===== src/rtl/alu_issue_ctrl_if.sv =====
// Instruction handshake plus operand/result bus between the issue controller and the ALU.
// The controller takes the slave view; the environment (ALU and instruction source) the master.
interface alu_issue_ctrl_if #(
  parameter int unsigned W = 16
);
  logic         instr_valid;
  logic         instr_ready;
  logic [W-1:0] instr;
  logic [W-1:0] alu_a;
  logic [W-1:0] alu_b;
  logic         alu_cin;
  logic [3:0]   alu_sel;
  logic [W-1:0] alu_res;
  logic [W-1:0] alu_res_hi;
  logic         alu_cout;
  logic         alu_ovf;

  modport slave (
    input  instr_valid, instr, alu_res, alu_res_hi, alu_cout, alu_ovf,
    output instr_ready, alu_a, alu_b, alu_cin, alu_sel
  );

  modport master (
    output instr_valid, instr, alu_res, alu_res_hi, alu_cout, alu_ovf,
    input  instr_ready, alu_a, alu_b, alu_cin, alu_sel
  );
endinterface


===== src/rtl/alu_issue_ctrl.sv =====
// Serial issue controller for a 16-bit combinational ALU: accepts one instruction, reads its
// operands from an 8x16 register file, presents them to the ALU and writes the result(s) back.
module alu_issue_ctrl #(
  parameter int unsigned NREGS = 8,
  parameter int unsigned W     = 16
) (
  input  logic            clk,
  input  logic            rst_n,
  alu_issue_ctrl_if.slave bus,
  output logic            done,
  output logic [3:0]      flags,
  input  logic [2:0]      dbg_addr,
  output logic [W-1:0]    dbg_data
);

  localparam logic [1:0] StIdle = 2'd0;
  localparam logic [1:0] StRead = 2'd1;
  localparam logic [1:0] StExec = 2'd2;
  localparam logic [1:0] StWbHi = 2'd3;

  localparam logic [3:0] OpAdd = 4'd0;
  localparam logic [3:0] OpMul = 4'd1;
  localparam logic [3:0] OpDiv = 4'd2;
  localparam logic [3:0] OpNot = 4'd6;
  localparam logic [3:0] OpAdc = 4'd7;

  logic [1:0]   r_state;
  logic [W-1:0] r_instr;
  logic [W-1:0] r_regs [NREGS];
  logic [W-1:0] r_alu_a;
  logic [W-1:0] r_alu_b;
  logic         r_alu_cin;
  logic [3:0]   r_alu_sel;
  logic         r_done;
  logic         r_carry;
  logic         r_ovf;
  logic         r_div_zero;
  logic         r_illegal;

  logic [3:0]   w_op;
  logic [2:0]   w_rd;
  logic [2:0]   w_rd_hi;
  logic [2:0]   w_rs1;
  logic [2:0]   w_rs2;
  logic         w_illegal_op;
  logic         w_div_by_zero;
  logic         w_needs_hi;
  logic [3:0]   w_sel;
  logic         w_rf_we;
  logic [2:0]   w_rf_addr;
  logic [W-1:0] w_rf_data;
  logic         w_unused_instr;

  assign w_op           = r_instr[15:12];
  assign w_rd           = r_instr[11:9];
  assign w_rs1          = r_instr[8:6];
  assign w_rs2          = r_instr[5:3];
  assign w_rd_hi        = w_rd + 3'd1;
  assign w_unused_instr = ^r_instr[2:0];

  assign w_illegal_op  = w_op[3];
  assign w_div_by_zero = (r_alu_b == '0);
  assign w_needs_hi    = (w_op == OpMul) || ((w_op == OpDiv) && !w_div_by_zero);
  // ADC runs on the adder (select 0); opcodes 0..6 map straight onto the ALU select.
  assign w_sel         = (w_illegal_op || (w_op == OpAdc)) ? OpAdd : w_op;

  always_comb begin
    w_rf_we   = 1'b0;
    w_rf_addr = w_rd;
    w_rf_data = bus.alu_res;
    case (r_state)
      StExec: begin
        w_rf_we = 1'b1;
        // Division by zero writes all ones regardless of what the ALU returns.
        if ((w_op == OpDiv) && w_div_by_zero) begin
          w_rf_data = '1;
        end
      end
      StWbHi: begin
        w_rf_we   = 1'b1;
        w_rf_addr = w_rd_hi;
        w_rf_data = bus.alu_res_hi;
      end
      default: ;
    endcase
  end

  always_ff @(posedge clk) begin
    if (!rst_n) begin
      for (int i = 0; i < NREGS; i++) begin
        r_regs[i] <= '0;
      end
    end else if (w_rf_we) begin
      r_regs[w_rf_addr] <= w_rf_data;
    end
  end

  always_ff @(posedge clk) begin
    if (!rst_n) begin
      r_state    <= StIdle;
      r_instr    <= '0;
      r_alu_a    <= '0;
      r_alu_b    <= '0;
      r_alu_cin  <= 1'b0;
      r_alu_sel  <= 4'd0;
      r_done     <= 1'b0;
      r_carry    <= 1'b0;
      r_ovf      <= 1'b0;
      r_div_zero <= 1'b0;
      r_illegal  <= 1'b0;
    end else begin
      r_done <= 1'b0;
      case (r_state)
        StIdle: begin
          if (bus.instr_valid) begin
            r_instr <= bus.instr;
            r_state <= StRead;
          end
        end

        StRead: begin
          r_alu_a   <= r_regs[w_rs1];
          r_alu_b   <= r_regs[w_rs2];
          r_alu_sel <= w_sel;
          r_alu_cin <= (w_op == OpAdc) && r_carry;
          if (w_illegal_op) begin
            r_illegal <= 1'b1;
            r_done    <= 1'b1;
            r_state   <= StIdle;
          end else begin
            r_state <= StExec;
          end
        end

        StExec: begin
          case (w_op)
            OpAdd, OpAdc: begin
              r_carry    <= bus.alu_cout;
              r_ovf      <= bus.alu_ovf;
              r_div_zero <= 1'b0;
              r_illegal  <= 1'b0;
            end
            OpMul: ;
            OpDiv: begin
              if (w_div_by_zero) begin
                r_div_zero <= 1'b1;
                r_illegal  <= 1'b0;
              end
            end
            default: begin
              r_div_zero <= 1'b0;
              r_illegal  <= 1'b0;
            end
          endcase
          if (w_needs_hi) begin
            r_state <= StWbHi;
          end else begin
            r_done  <= 1'b1;
            r_state <= StIdle;
          end
        end

        StWbHi: begin
          r_div_zero <= 1'b0;
          r_illegal  <= 1'b0;
          r_done     <= 1'b1;
          r_state    <= StIdle;
        end

        default: r_state <= StIdle;
      endcase
    end
  end

  assign bus.instr_ready = (r_state == StIdle);
  assign bus.alu_a       = r_alu_a;
  assign bus.alu_b       = r_alu_b;
  assign bus.alu_cin     = r_alu_cin;
  assign bus.alu_sel     = r_alu_sel;

  assign done     = r_done;
  assign flags    = {r_illegal, r_div_zero, r_ovf, r_carry};
  assign dbg_data = r_regs[dbg_addr];

endmodule

===== src/flat_wrapper.sv =====
// flat-port wrapper written by rule: the top's interface ports become plain ports
module alu_issue_ctrl_flat 
#(
  parameter int unsigned NREGS = 8,
  parameter int unsigned W     = 16
)
  (clk, rst_n, done, flags, dbg_addr, dbg_data, bus_instr_valid, bus_instr, bus_alu_res, bus_alu_res_hi, bus_alu_cout, bus_alu_ovf, bus_instr_ready, bus_alu_a, bus_alu_b, bus_alu_cin, bus_alu_sel);
  alu_issue_ctrl_if #(.W(W)) bus_i ();
  input  logic clk;
  input  logic rst_n;
  output logic done;
  output logic [3:0] flags;
  input  logic [2:0] dbg_addr;
  output logic [W-1:0] dbg_data;
  input wire logic [$bits(bus_i.instr_valid)-1:0] bus_instr_valid;
  input wire logic [$bits(bus_i.instr)-1:0] bus_instr;
  input wire logic [$bits(bus_i.alu_res)-1:0] bus_alu_res;
  input wire logic [$bits(bus_i.alu_res_hi)-1:0] bus_alu_res_hi;
  input wire logic [$bits(bus_i.alu_cout)-1:0] bus_alu_cout;
  input wire logic [$bits(bus_i.alu_ovf)-1:0] bus_alu_ovf;
  output wire logic [$bits(bus_i.instr_ready)-1:0] bus_instr_ready;
  output wire logic [$bits(bus_i.alu_a)-1:0] bus_alu_a;
  output wire logic [$bits(bus_i.alu_b)-1:0] bus_alu_b;
  output wire logic [$bits(bus_i.alu_cin)-1:0] bus_alu_cin;
  output wire logic [$bits(bus_i.alu_sel)-1:0] bus_alu_sel;
  assign bus_i.instr_valid = bus_instr_valid;
  assign bus_i.instr = bus_instr;
  assign bus_i.alu_res = bus_alu_res;
  assign bus_i.alu_res_hi = bus_alu_res_hi;
  assign bus_i.alu_cout = bus_alu_cout;
  assign bus_i.alu_ovf = bus_alu_ovf;
  assign bus_instr_ready = bus_i.instr_ready;
  assign bus_alu_a = bus_i.alu_a;
  assign bus_alu_b = bus_i.alu_b;
  assign bus_alu_cin = bus_i.alu_cin;
  assign bus_alu_sel = bus_i.alu_sel;
  alu_issue_ctrl #(.NREGS(NREGS), .W(W)) u_core (.clk(clk), .rst_n(rst_n), .bus(bus_i), .done(done), .flags(flags), .dbg_addr(dbg_addr), .dbg_data(dbg_data));
endmodule

===== config.mk =====
export PLATFORM = sky130hd
export DESIGN_NAME = alu_issue_ctrl_flat
export DESIGN_NICKNAME = d
export VERILOG_FILES = /design/src/rtl/alu_issue_ctrl_if.sv /design/src/rtl/alu_issue_ctrl.sv /design/src/flat_wrapper.sv
export SDC_FILE = /design/constraint.sdc
export NUM_CORES = 1
export LEC_CHECK = 0
export CAP_MARGIN = 10
export CORE_MARGIN = 3
export CORE_UTILIZATION = 25
export DETAILED_ROUTE_END_ITERATION = 8
export SLEW_MARGIN = 20
export SYNTH_ARGS = -nofsm -noshare
export SYNTH_HDL_FRONTEND = slang
export SYNTH_SLANG_ARGS = --single-unit

===== constraint.sdc =====
create_clock -name clk -period 5.98 [get_ports clk]
set_input_delay 0.598 -clock clk [delete_from_list [all_inputs] [get_ports clk]]
set_output_delay 0.598 -clock clk [all_outputs]
set_load 0.03 [all_outputs]

### Yosys cells after proc, flatten, opt, wreduce, memory -nomap -nowiden

Memory sizes are Yosys's and may differ from the RTL's. A register that Yosys moved wholly into a read port is not among the register bits.
Cells that the tools add are included.

| storage, ports and cells | value |
|---|---|
| bits in writable memories | 128 |
| output and inout port bits | 59 |
| memories kept | 1 |
| input bits | 56 |
| latch bits | 0 |
| word-level logic and storage cells | 67 |
| ROM bits | 0 |
| register bits after elaboration | 28 |

| cells by class | value |
|---|---|
| multiply operators | 0 |
| muxes and demuxes | 26 |
| reductions and logical operators | 20 |
| eq/ne operators | 10 |
| $add $sub $neg | 1 |
| divide/modulo/power cells | 0 |
| bitwise operators | 0 |
| shift operators | 0 |
| $lt $le $gt $ge | 0 |

Memories:

| name | words | width | read ports | clocked after Yosys merged registers in | write ports | line | source |
|---|---|---|---|---|---|---|---|
| u_core.r_regs | 8 | 16 | 3 | 2 | 8 | alu_issue_ctrl.sv:29 | `logic [W-1:0] r_regs [NREGS];` |

Operator list:

| operator | count |
|---|---|
| 2-to-1 mux 16 bit | 2 |
| one-hot mux 16 bit (2 select lines) | 1 |
| logical NOT 16 bit | 1 |
| OR reduction 16 bit | 1 |
| 2-to-1 mux 1 bit | 11 |
| one-hot mux 2 bit (4 select lines) | 1 |
| 2-to-1 mux 2 bit | 3 |
| 2-to-1 mux 3 bit | 2 |
| one-hot mux 1 bit (2 select lines) | 3 |
| one-hot mux 1 bit (3 select lines) | 2 |
| == test 2 bit, second input constant | 2 |
| == test 4 x 1 -> 1 bit, second input constant | 1 |
| == test 4 x 2 -> 1 bit, second input constant | 1 |
| == test 4 x 3 -> 1 bit, second input constant | 1 |
| logical NOT 4 bit | 1 |
| 2-to-1 mux 4 bit | 1 |
| != test 2 bit, second input constant | 2 |
| AND reduction 2 bit | 2 |
| AND reduction 4 bit | 1 |
| OR reduction 2 bit | 2 |
| adder 3 x 1 -> 3 bit, second input constant | 1 |
| logical AND 1 bit | 3 |
| logical NOT 1 bit | 3 |
| != test 3 x 2 -> 1 bit, second input constant | 1 |
| other kinds (7) | 8 |

### Longest topological paths before layout

Gate-level depths: netlist of run 1.

| depth | value |
|---|---|
| depth in word-level cells | 8 |
| depth in mapped cells | 7 |

### Worst setup path before layout of run 1

OpenSTA, ideal clock, no wires.

| path | value |
|---|---|
| path kind | in2out |
| start point | input dbg_addr[0] |
| end point | output dbg_data[0] |
| path slack | 3.396 ns |
| path buffers | 2 |
| cell stages on the path | 4 |
| data arrival time | 1.986 ns |
| path through | clkbuf_1 > buf_2 > mux4_2 > mux2_2 |

| between the ends | value |
|---|---|
| cells in the longest elaborated chain, start to end | 1 |

Ends and longest elaborated chain:

| item | line | source |
|---|---|---|
| start: declaration | flat_wrapper.sv:13 | `input logic [2:0] dbg_addr;` |
| memory read (8 x 16 bit) | n/a |  |
| end: declaration | flat_wrapper.sv:14 | `output logic [W-1:0] dbg_data;` |

Every way passes these cells.

### Final worst setup path of run 1

| path | value |
|---|---|
| start point | input dbg_addr[0] |
| end point | output dbg_data[6] |

The elaborated chain is that of the path after synthesis.

==> results.cfg, run 1 <==
[sta]
finalHoldViolCount = 0
max_freq_mhz = 280
grt_setup_unrepaired = no
slew_headroom_pct = 24.2
period_share_pct = 59.7
drv_slew = 0
setup_viol = 0
hold_slack_ps = 484
worst_slew_pin_slew_ps = 1130
tns_ps = 0
finalCriticalPeriod_ps = 3570
final.setup_skew_ps = 10.5

[route]
vias_per_cell = 5.08
drc = 0
drt_first_pass_iters = 5
route.vias.total = 6890
wl_per_cell_microns = 22.1
ant_nets = 0
drt-total-wl_microns = 30100
dr.first_iter.drc_count = 787

[cells_and_area]
nets = 890
drive_above_1_share_pct = 21.4
layout_common_cells = 164 x nor2_1, 128 x edfxtp_1, 108 x clkdlybuf4s50_1
fill_cells = 3903
final_util_pct = 31.1
n_antenna_cell = 0
final_area_sq_um = 11800
area_growth_pct = 21.9
layout_commonest_cell = nor2_1

[clock_tree]
cts_hold_buf = 0
clk_path_buf_depth = 2
post_cts_resized = 0
cts_htree_levels = 4
post_cts_buffers = 0
numCtsBuffers = 17
cts_tree = yes
root_buffer = clkbuf_16
insertion_delay_ps = 440
clock_sinks = 185
clk_pin_slew_worst_paths_ps = 70

[global_route]
grt_pass1_vias = 6915
antenna_found_initial = 1
grt.overflow.total = 0
grt_pass1_wl_microns = 44800
gr-usage-all-layers_pct = 14.7
grt_start_max_net_pins = 68

[setup_path]
path_class = in -> out
slowest_stage = clkdlybuf4s50_1
worstPathMaxFanout = 20
worst-endpoint-required_ps = 5380
critPathMaxStageDelay_ps = 670
cp_cell_sequence = buf_2 > buf_4 > mux4_2 > mux2_2 > clkdlybuf4s50_1
start_kind = input port
critPathCaptureType = output port
arrival_ps = 2970

[floorplan]
ios = 115
start_util_pct = 25.5
die_h_microns = 203
row_count = 71
die_x_microns = 203
coreArea_sq_um = 37800
fp.dieArea_sq_um = 41000

[synthesis]
synthesis.nets = 810
synth_seq_cells = 185
ys_seq_area_share_pct = 51.6
yosysUniqueCellTypes = 44
postSynthCellCount = 753
synth_ff_type = edfxtp_1
synth_warnings = 0
syn_area_per_cell_sq_um = 12.8
synth-async-reset-ratio_pct = 0
syn_area_sq_um = 9660
synth_edf_count = 128

[power_and_ir_drop]
leakage_nw = 3.98
power_frac_clock_pct = 34.1
internal_power_w = 0.00221
ir_drop_uv = 170
netSwitchingFraction_pct = 28.4
p_switching_w = 0.000876
cellPowerDensity_nw_per_um2 = 262
pwr-share-seq_pct = 48.0
combPwrFrac_pct = 17.9
power_w = 0.00309

[outcome]
status = complete, no violations

[placement]
gp_routability_congestion = 0.796
dpl_cell_area_sq_um = 11200
hpwl_microns = 18900
portBuffers = 111

[flow_run]
maxCapViolations = 0

[min_path]
hold_path_class = reg -> reg
-- worst max-delay path, delay by kind of cell --
family                 cells  cell delay [ps]
muxes                      2              830
buffers and inverters      3             1510
-- layout make-up --
cell class / count / area (sq um) / share of cell area [%]
Inverter: 2 / 7.51 / 0.0638
Sequential cell: 185 / 4990 / 42.4
Tap cell: 511 / 639 / 5.43
Clock buffer: 20 / 437 / 3.71
Clock inverter: 12 / 93.8 / 0.797
Multi-Input combinational cell: 494 / 4350 / 36.9
Timing Repair Buffer: 133 / 1260 / 10.7
-- flip-flops by register name, summed over array words and instances (netlist names) --
name / cells
u_core.r_instr: 13
u_core.bus.alu_a: 16
u_core.r_state: 2
u_core.bus.alu_b: 16
u_core.r_ovf: 1
u_core.r_regs: 128
u_core.bus.alu_sel: 4
u_core.r_carry: 1
u_core.bus.alu_cin: 1
u_core.r_div_zero: 1
u_core.r_illegal: 1
u_core.done: 1
-- power by group through the flow --
stage | Sequential (W) | Clock, W | Combinational (W)
finish | 0.00148 | 0.00105 | 0.000552
floorplan | 0.00153 | 0 | 0.000315
CTS | 0.00148 | 0.00107 | 0.000557
global route | 0.00149 | 0.00113 | 0.000589
global placement | 0.00151 | 0 | 0.000553
detailed placement | 0.00151 | 0 | 0.000555
-- final timing paths --
check                           depth (start not counted)                  end               start  slack, ps
worst max-delay path                                    5          dbg_data[6]         dbg_addr[0]       2410
worst max register to register                          6  u_core.bus.alu_a[7]   u_core.r_state[0]       2720
worst min-delay path                                    2   u_core.bus.alu_cin  u_core.bus.alu_cin        480
worst min register to register                          2   u_core.bus.alu_cin  u_core.bus.alu_cin        480
-- cells in the mapped netlist, types with 9 or more instances --
library cell	n	area share, %
a21boi_0	14	1.1
a221oi_2	9	1.4
and3_1	17	1.1
buf_2	18	0.93
clkbuf_1	46	1.8
dfxtp_1	57	12
edfxtp_1	128	40
mux2_2	16	1.9
mux4_2	96	22
nand2_1	48	1.9
nor2_1	164	6.4
o21ai_0	32	1.7
o22ai_1	34	2.2
-- routing by layer --
layer | vias up | share of wire (%) | wire length (microns) | track usage (%)
met3 | 27 | 11 | 3170 | 4.47
met4 | 2 | 1.5 | 463 | 3.71
met5 | - | 0.040 | 12 | 0
met1 | 3434 | 43 | 13000 | 21.0
li1 | 3060 | - | - | -
met2 | 367 | 45 | 13400 | 21.9
-- cell families after synthesis --
kind of cell	synth area share [%]
xor gates and xnor gates	0.363
adders and majority gates	0.130
muxes	24.5
DFF	51.6
AOI/OAI and AO/OA	8.17
and+or+nand+nor	11.9
buffers and inverters	3.38
-- stage by stage --
stage,setup slack [ps],instances
2_1_floorplan,3400,753
3_3_place_gp,2380,1324
3_5_place_dp,2360,1325
4_1_cts,2350,1357
5_1_grt,2230,1357
6_report,2410,1357
Power figures use the tool's default switching activity.
==> run 2, diff against run 1 <==
- clock period: 5.98 -> 3.55 ns (I/O delays scaled with it)
==> results.cfg, run 2 (synthesized netlist as in run 1, its figures left out) <==
[setup_path]
r2r_end = u_core.r_regs[2][13]
critPathCaptureType = output port
worst-endpoint-required_ps = 3190
r2r_start = u_core.r_state[0]
cp-startpoint = dbg_addr[1]
critPathMaxStageDelay_ps = 660
path_class = in -> out
crit_top_cell = clkdlybuf4s50_1
start_kind = input port
rrSetupSlack_ps = 1030
worstPathMaxFanout = 32
worstRegToRegCells = 5
arrival_ps = 2420
cp_cell_sequence = clkdlybuf4s50_1 > buf_12 > mux4_2 > mux2_2 > clkdlybuf4s50_1
endpoint = dbg_data[6]
slowest_stage = clkdlybuf4s50_1

[cells_and_area]
area_growth_pct = 24.4
largest-register = u_core.r_regs
drive_above_1_share_pct = 23.4
nets = 914
layout_commonest_cell = nor2_1
n_antenna_cell = 0
layout_common_cells = 164 x nor2_1, 128 x edfxtp_1, 109 x clkdlybuf4s50_1
largest_register_ffs = 128

[placement]
pre_cts_ws_ps = 783
gp_routability_congestion = 0.805
portBuffers = 111
hpwl_microns = 19700

[global_route]
grt.overflow.total = 0
antenna_found_initial = 2
grt_pass1_vias = 6968
gr-usage-all-layers_pct = 14.7
grt_start_max_net_pins = 58
grt_pass1_wl_microns = 44800

[sta]
final.setup_skew_ps = 13.3
drv_slew = 0
worst_slew_pin_slew_ps = 997
hold_slack_ps = 318
setup_viol = 0
finalHoldViolCount = 0
finalCriticalPeriod_ps = 2770
timing.final.ws_setup_ps = 777
slew_headroom_pct = 33.5
tns_ps = 0
grt_setup_unrepaired = no
max_freq_mhz = 361
period_share_pct = 78.1

[route]
dr.first_iter.drc_count = 735
drt-total-wl_microns = 30100
route.vias.total = 7095
vias_per_cell = 5.14
drc = 0
wl_per_cell_microns = 21.8
ant_nets = 0
drt_first_pass_iters = 5

[floorplan]
start_util_pct = 25.5
ios = 115
coreArea_sq_um = 37800
die_h_microns = 203
fp.dieArea_sq_um = 41000
row_count = 71
die_x_microns = 203

[clock_tree]
clk_path_buf_depth = 2
post_cts_buffers = 0
clk_pin_slew_worst_paths_ps = 70
post_cts_resized = 0
insertion_delay_ps = 440
root_buffer = clkbuf_16
cts_htree_levels = 4
cts_tree = yes
numCtsBuffers = 17
clock_sinks = 185
cts_hold_buf = 0

[power_and_ir_drop]
cellPowerDensity_nw_per_um2 = 441
ir_drop_uv = 336
leakage_nw = 4.11

[min_path]
hold_path_class = in -> reg

[flow_run]
maxCapViolations = 0

[outcome]
status = complete, no violations
-- run 2: metrics by stage --
step	cell area (sq um)	utilization [%]	cells	total power, W
2_1_floorplan	9660	-	753	0.00310
3_3_place_gp	11500	30.3	1349	0.00349
3_5_place_dp	11500	30.3	1349	0.00350
4_1_cts	12000	31.7	1381	0.00533
5_1_grt	12000	31.7	1381	0.00549
6_report	12000	31.7	1381	0.00529
-- run 2: power breakdown --
part           internal [W]  switching, W  total (W)
combinational      0.000433      0.000505   0.000938
clock              0.000979      0.000864    0.00184
sequential          0.00241      0.000106    0.00251
total               0.00382       0.00148    0.00529
-- run 2: area by class of cell --
class / count / area, sq um
well taps: 511 / 639
inverters: 2 / 7.51
multi-input cells: 494 / 4350
clock buffers: 20 / 437
fillers: 3853 / 25800
clock inverters: 12 / 123
flip-flops and latches: 185 / 4990
repair buffers: 157 / 1470
-- run 2: worst min-delay path by stage --
stage,to,slack (ps),start,depth (start not counted)
finish,u_core.r_regs[4][4],320,rst_n,2
global route,u_core.r_regs[4][4],320,rst_n,2
CTS,u_core.r_regs[4][4],290,rst_n,2
detailed placement,u_core.bus.alu_cin,460,u_core.bus.alu_cin,2
global placement,u_core.bus.alu_cin,460,u_core.bus.alu_cin,2
floorplan,u_core.r_instr[7],450,u_core.r_instr[7],2
-- run 2: metal layers --
metal | global-route usage, % | up-vias | routed length (microns)
met3 | 5.36 | 27 | 3530
met4 | 3.44 | 4 | 339
li1 | - | 3099 | -
met2 | 21.5 | 396 | 13200
met1 | 20.7 | 3569 | 13000
met5 | 0 | - | 27
-- run 2: worst max-delay path, delay by kind of cell --
kind | cells | cell delay, ps
buf+inv | 3 | 1420
mux | 2 | 620
==> run 3, diff against run 2 <==
- clock period: 3.55 -> 2.6 ns (I/O delays scaled with it)
==> results.cfg, run 3 (synthesized netlist as in run 1, its figures left out) <==
[outcome]
status = complete, no violations

[min_path]
hold_path_class = in -> reg

[cells_and_area]
final_area_sq_um = 12100
layout_common_cells = 164 x nor2_1, 128 x edfxtp_1, 96 x mux4_2
drive_above_1_share_pct = 25.6
n_antenna_cell = 0
largest_register_ffs = 128
largest-register = u_core.r_regs
area_growth_pct = 25.1
nets = 915
fill_cells = 3828
layout_commonest_cell = nor2_1
layout.cells.non_filler = 1382

[clock_tree]
root_buffer = clkbuf_16
post_cts_resized = 0
clk_pin_slew_worst_paths_ps = 70
clk_path_buf_depth = 2
numCtsBuffers = 17
post_cts_buffers = 0
cts_hold_buf = 0
cts_tree = yes
cts_htree_levels = 4
clock_sinks = 185
insertion_delay_ps = 440

[route]
wl_per_cell_microns = 21.5
drt_first_pass_iters = 5
dr.first_iter.drc_count = 711
drt-total-wl_microns = 29700
vias_per_cell = 5.04
route.vias.total = 6965
drc = 0
ant_nets = 0

[setup_path]
arrival_ps = 2000
critPathCaptureType = output port
worst-endpoint-required_ps = 2340
start_kind = flop
path_class = reg -> out
worstPathMaxFanout = 22

[sta]
grt_setup_unrepaired = no
slew_headroom_pct = 38.2
drv_slew = 0
tns_ps = 0
max_freq_mhz = 443
setup_viol = 0
period_share_pct = 86.8
finalHoldViolCount = 0
final.setup_skew_ps = 10.9
finalCriticalPeriod_ps = 2260
worst_slew_pin_slew_ps = 926

[placement]
hpwl_microns = 19600
portBuffers = 111
dpl_cell_area_sq_um = 11500
gp_routability_congestion = 0.806
dp_cells = 1350

[floorplan]
start_util_pct = 25.5
die_h_microns = 203
fp.dieArea_sq_um = 41000
row_count = 71
ios = 115
coreArea_sq_um = 37800
die_x_microns = 203

[flow_run]
maxCapViolations = 0

[power_and_ir_drop]
ir_drop_uv = 479
leakage_nw = 4.19
cellPowerDensity_nw_per_um2 = 612

[global_route]
grt.overflow.total = 0
grt_start_max_net_pins = 55
antenna_found_initial = 1
grt_pass1_wl_microns = 44400
grt_pass1_vias = 6875
gr-usage-all-layers_pct = 14.5
-- run 3: cell count changes in the layout (fill, tap and decap cells not counted), sizes merged --
cell	delta
clkinvlp	-3
buf	+17
clkbuf	-3
clkdlybuf4s50	-16
inv	+5
bufinv	+1
-- run 3: stage by stage --
step	hold slack, ps	total power, W	util, %	setup WS (ps)
6_report	221	0.00740	31.9	342
3_3_place_gp	456	0.00477	30.3	476
4_1_cts	199	0.00746	31.9	321
3_5_place_dp	458	0.00478	30.3	450
2_1_floorplan	405	0.00424	-	475
5_1_grt	260	0.00768	31.9	259
-- run 3: critical path, stage by stage (launching register included) --
cell and delay, ps:
dfxtp_1 390, buf_4 240, nor2_1 200, clkdlybuf4s50_1 710
-- run 3: area by class of cell --
type	count	area, sq um	share of cell area (%)
Sequential cell	185	4990	41.3
Multi-Input combinational cell	494	4350	36.0
Timing Repair Buffer	158	1490	12.3
Tap cell	511	639	5.29
Clock buffer	17	425	3.52
Clock inverter	15	180	1.49
Inverter	2	7.51	0.0622
-- run 3: worst paths after layout --
check,cells after the start,from,slack [ps],end
worst min register to register,2,u_core.bus.alu_cin,470,u_core.bus.alu_cin
worst min-delay path,3,rst_n,220,u_core.bus.alu_a[10]
worst max-delay path,3,u_core.r_state[1],340,bus_instr_ready
worst max register to register,4,u_core.r_instr[14],420,u_core.r_regs[2][13]
-- run 3: report_power, final --
group / switching, W / total, W / internal (W) / leakage [nW]
registers: 0.000120 / 0.00341 / 0.00329 / 1.79
clock network: 0.00123 / 0.00269 / 0.00146 / 0.297
logic: 0.000711 / 0.00130 / 0.000590 / 2.10
total: 0.00206 / 0.00740 / 0.00533 / 4.19
-- run 3: layer usage --
layer,global-route usage (%),routed length [microns],up-vias
met4,3.22,328,2
met2,22.1,13400,398
met3,4.39,3460,25
met5,0,13,-
met1,20.6,12500,3434
li1,-,-,3106
